<file path="src/rtl/hazard_stall_unit.sv">
// Decode-stage hazard controller: load-use and multiplier stalls, branch flush.
// Optional stall performance counter enabled by HAZARD_PERF_CNT_EN.
module hazard_stall_unit #(
    parameter int MUL_LATENCY = 4,
    parameter int CNT_W       = 32
) (
    input  logic             clk,
    input  logic             rst,
    input  logic             id_valid,
    input  logic [6:0]       id_opcode,
    input  logic             id_is_mul,
    input  logic [4:0]       id_rs1,
    input  logic [4:0]       id_rs2,
    input  logic [4:0]       id_rd,
    input  logic             ex_mem_read,
    input  logic [4:0]       ex_rd,
    input  logic             ex_branch_taken,
    output logic             pc_write,
    output logic             if_id_write,
    output logic             id_ex_bubble,
    output logic             if_id_flush,
    output logic             mul_busy,
    output logic [CNT_W-1:0] stall_cycles
);

    localparam logic [6:0] OP_R      = 7'b0110011;
    localparam logic [6:0] OP_I      = 7'b0010011;
    localparam logic [6:0] OP_BRANCH = 7'b1100011;
    localparam logic [6:0] OP_LOAD   = 7'b0000011;
    localparam logic [6:0] OP_STORE  = 7'b0100011;

    localparam logic [3:0] MUL_INIT = 4'(MUL_LATENCY - 1);

    logic [3:0] mul_cnt;
    logic [4:0] mul_rd;
    logic       rs1_used;
    logic       rs2_used;
    logic       load_use;
    logic       mul_dep;
    logic       mul_haz;
    logic       stall;
    logic       flush;
    logic       mul_issue;

    // Which source operands the ID opcode actually reads
    always_comb begin
        rs1_used = 1'b0;
        rs2_used = 1'b0;
        unique case (id_opcode)
            OP_R, OP_BRANCH, OP_STORE: begin
                rs1_used = 1'b1;
                rs2_used = 1'b1;
            end
            OP_I, OP_LOAD: begin
                rs1_used = 1'b1;
            end
            default: begin
                rs1_used = 1'b0;
                rs2_used = 1'b0;
            end
        endcase
    end

    // Busy is masked during reset so it drops in the same cycle rst rises
    assign mul_busy = !rst && (mul_cnt != 4'd0);

    assign load_use = id_valid && ex_mem_read && (ex_rd != 5'd0) &&
                      ((rs1_used && (id_rs1 == ex_rd)) ||
                       (rs2_used && (id_rs2 == ex_rd)));

    assign mul_dep  = (mul_rd != 5'd0) &&
                      ((rs1_used && (id_rs1 == mul_rd)) ||
                       (rs2_used && (id_rs2 == mul_rd)));

    assign mul_haz  = id_valid && mul_busy && (id_is_mul || mul_dep);

    assign stall     = load_use || mul_haz;
    assign flush     = ex_branch_taken;
    assign mul_issue = id_valid && id_is_mul && !stall && !flush;

    // Pipeline control; reset forces free-running, flush overrides stall
    always_comb begin
        pc_write     = 1'b1;
        if_id_write  = 1'b1;
        id_ex_bubble = 1'b0;
        if_id_flush  = 1'b0;
        if (rst) begin
            pc_write     = 1'b1;
            if_id_write  = 1'b1;
            id_ex_bubble = 1'b0;
            if_id_flush  = 1'b0;
        end else if (flush) begin
            pc_write     = 1'b1;
            if_id_write  = 1'b1;
            id_ex_bubble = 1'b1;
            if_id_flush  = 1'b1;
        end else if (stall) begin
            pc_write     = 1'b0;
            if_id_write  = 1'b0;
            id_ex_bubble = 1'b1;
        end
    end

    // Multiplier occupancy counter and captured destination register
    always_ff @(posedge clk) begin
        if (rst) begin
            mul_cnt <= 4'd0;
            mul_rd  <= 5'd0;
        end else if (mul_issue) begin
            mul_cnt <= MUL_INIT;
            mul_rd  <= id_rd;
        end else if (mul_cnt != 4'd0) begin
            mul_cnt <= mul_cnt - 4'd1;
        end
    end

`ifdef HAZARD_PERF_CNT_EN
    // Count cycles lost to stalls; flushed cycles are not stalls
    always_ff @(posedge clk) begin
        if (rst) begin
            stall_cycles <= '0;
        end else if (stall && !flush) begin
            stall_cycles <= stall_cycles + 1'b1;
        end
    end
`else
    assign stall_cycles = '0;
`endif

endmodule

</file>
<file path="config.mk">
export PLATFORM = sky130hd
export DESIGN_NAME = hazard_stall_unit
export DESIGN_NICKNAME = d
export VERILOG_FILES = /design/src/rtl/hazard_stall_unit.sv
export SDC_FILE = /design/constraint.sdc
export NUM_CORES = 1
export LEC_CHECK = 0
export BUFFER_PORTS_ARGS = -buffer_cell sky130_fd_sc_hd__buf_2
export CAP_MARGIN = 20
export CORE_MARGIN = 3
export CORE_UTILIZATION = 45
export DETAILED_ROUTE_END_ITERATION = 10
export GPL_ROUTABILITY_DRIVEN = 0
export PLACE_DENSITY = 0.86
export SETUP_SLACK_MARGIN = 0.4
export SLEW_MARGIN = 25
export SYNTH_ARGS = -nofsm -noshare
export SYNTH_HDL_FRONTEND = slang
export SYNTH_SLANG_ARGS = --single-unit
</file>
<file path="constraint.sdc">
create_clock -name clk -period 3 [get_ports clk]
set_input_delay 0.15 -clock clk [delete_from_list [all_inputs] [get_ports clk]]
set_output_delay 0.15 -clock clk [all_outputs]
set_load 0.05 [all_outputs]
</file>
==> flow_metrics.py <==
metrics = {
    "critical_path": {
        "path_delay_family": "compound AO/OA/AOI/OAI gates",
        "startpoint_type": "register",
        "crit_type": "register to primary output",
        "cpMaxStageDelayCell": "dfxtp_1",
        "path_max_fanout": 4,
        "cp.buffers_inverters": 1,
        "end_kind": "primary output",
        "cp_cell_sequence": "xor2_1 > nor3_1 > nand4_1 > a21oi_1 > o211ai_1 > a211o_1 > buf_2",
        "critPathRequiredTime_ps": 2850,
        "max_stage_delay_ps": 360,
        "timing.critical_path.arrival_ps": 1940,
    },
    "logic_synthesis": {
        "synthFlopType": "dfxtp_1",
        "synth_cell_types": 31,
        "async_flop_share_pct": 0,
        "synth_seq_cells": 9,
        "syn_inst": 120,
        "synth_area_um2": 1040,
        "yosysWarnings": 0,
        "synth_area_per_cell_um2": 8.69,
        "ys_seq_area_share_pct": 17.3,
        "synth_edf_count": 0,
    },
    "grt": {
        "busiest_layer": "met2",
        "globalRoute.totalOverflow": 0,
        "grtUsageMet3_pct": 3.05,
        "grt_first_pass_wirelength_um": 3030,
        "grtUsageMet2_pct": 26.1,
        "first_global_vias": 718,
        "track_usage_pct": 14.3,
        "antenna_found_initial": 0,
        "grt_max_degree": 19,
        "gr-usage-met1_pct": 16.2,
    },
    "timing": {
        "layout_setup_ws_ps": 911,
        "max_slew_margin_pct": 61.8,
        "setup_viol": 0,
        "finClkSkew_ps": 2.79,
        "rsz0062_at_grt": "no",
        "layout_worst_path_cycle_share_pct": 69.6,
        "timing.final.crit_period_ps": 2090,
        "fin_hold_ws_ps": 154,
        "worst_pin_slew_ps": 569,
        "hold_violations": 0,
        "maxSlewViolCount": 0,
        "tns_ps": 0,
        "clock.fmax_mhz": 479,
    },
    "routing": {
        "drt-initial-drc-count": 3,
        "vias": 815,
        "routedWlPerCell_um": 11.3,
        "first_pass_iters": 3,
        "route.detailed.drc": 0,
        "avgViaCountPerCell": 4.41,
        "wirelength_um": 2090,
        "detail-route-antenna-nets": 0,
    },
    "clock_network": {
        "path_clk_slew_ps": 60,
        "tritoncts": "built",
        "cts_made_buffers": 3,
        "post_cts_buffers": 0,
        "ctsHtreeMaxLevel": 1,
        "cts_resized": 0,
        "clock-sinks": 9,
        "hold_buffers": 0,
        "clock_path_buffers": 2,
        "clockRootBuffer": "clkbuf_4",
        "worstSkewPairLatency_ps": 260,
    },
    "die": {
        "coreArea_um2": 2080,
        "die_area_um2": 2930,
        "die_y_um": 54.1,
        "start_util_pct": 50.1,
        "rows": 16,
        "dieWidth_um": 54.1,
        "pin_count": 70,
    },
    "layout": {
        "final.fill_count": 200,
        "n_antenna_cell": 0,
        "num-nets-final": 193,
        "multi_input_area_um2": 712,
        "area_growth_pct": 10.2,
        "area.sequential_um2": 180,
        "fin_util_pct": 55.2,
        "design_area_um2": 1150,
        "layout-drive-gt1-share_pct": 32.9,
    },
    "status": {
        "run_status": "finished clean",
    },
    "run": {
        "drv_cap": 0,
    },
    "power": {
        "power.density_nw_per_um2": 503,
        "ir_worst_vdd_mv": 0.476,
        "leakagePower_nw": 0.548,
    },
    "placed_design": {
        "place_area_um2": 1120,
        "place_ws_ps": 1030,
        "hpwl_um": 1830,
        "io_buffers": 37,
    },
    "min_path": {
        "hold_class": "input port to register",
    },
}
## layout make-up
class	instances	share of cell area (%)
multi-input combinational	105	62.0
timing repair buffer	37	16.1
sequential	9	15.7
tap	27	2.94
clock buffer	4	2.29
inverter	3	0.980
## state kept, by name, summed over array words and instances, names as in the netlist
name	cells
mul_rd	5
mul_cnt	4
## final timing paths
kind	startpoint	cells past startpoint	slack, ps	end
setup / recovery	mul_rd[3]	7	910	pc_write
hold / removal	id_rd[2]	3	150	mul_rd[2]
setup reg to reg	mul_cnt[0]	6	1070	mul_rd[1]
hold reg to reg	mul_cnt[3]	2	580	mul_cnt[3]
## Yosys cell counts, drive strengths merged, types with 2 or more instances
library cell	count	area (µm²)
a21oi	3	18.8
buf	34	255
dfxtp	9	180
inv	3	11.3
mux2i	6	60.1
nand2	2	7.51
nand2b	6	45.1
nand4	4	25.0
nor2	3	13.8
nor3	7	35.0
o211ai	2	20.0
o21ba	2	20.0
or2b	5	41.3
or4	2	18.8
xnor2	11	96.3
xor2	12	105
## stage by stage
stage               power, mW  cells
finish                  0.578    185
CTS                     0.585    185
global route            0.624    185
floorplan               0.463    151
detailed placement      0.491    181
global placement        0.479    181
## logic make-up after synthesis
kind of cell             synth area share [%]
other                                   0.360
AND/OR/NAND/NOR                          23.3
adder cells (fa/ha/maj)                  1.20
flip-flops                               17.3
XOR/XNOR                                 19.3
multiplexers                             5.76
buffers and inverters                    25.6
AO/OA/AOI/OAI                            7.20
## power breakdown
| part | internal (mW) | switching (mW) | total [mW] |
|---|---|---|---|
| clock | 0.0511 | 0.0398 | 0.0909 |
| sequential | 0.143 | 0.0195 | 0.163 |
| combinational | 0.114 | 0.211 | 0.324 |
| total | 0.308 | 0.270 | 0.578 |
## layout by cell type (no fill, tap or decap), types with 2 or more instances in the layout
| master | n |
|---|---|
| buf_2 | 37 |
| conb_1 | 32 |
| xor2_1 | 12 |
| xnor2_1 | 11 |
| dfxtp_1 | 9 |
| nor3_1 | 7 |
| mux2i_1 | 6 |
| nand4_1 | 4 |
| inv_1 | 3 |
| nand2b_1 | 3 |
| or2b_2 | 3 |
| nand2b_2 | 3 |
| clkbuf_4 | 3 |
| nand2_1 | 2 |
| nor2_1 | 2 |
| a21oi_1 | 2 |
| or2b_1 | 2 |
| o21ba_1 | 2 |
## worst reg2reg max path, stage by stage (launching register included)
cell,delay (ps)
dfxtp_1,330
inv_1,60
ha_1,170
nor3b_2,380
nor2_2,110
nor4_4,560
mux2i_1,250
## per-layer routing
metal,up-vias,wire length (µm)
li1,415,-
met1,356,777
met2,40,1070
met3,4,213
met4,0,27
met5,-,0
No activity file was read; power rests on OpenSTA's default activity.
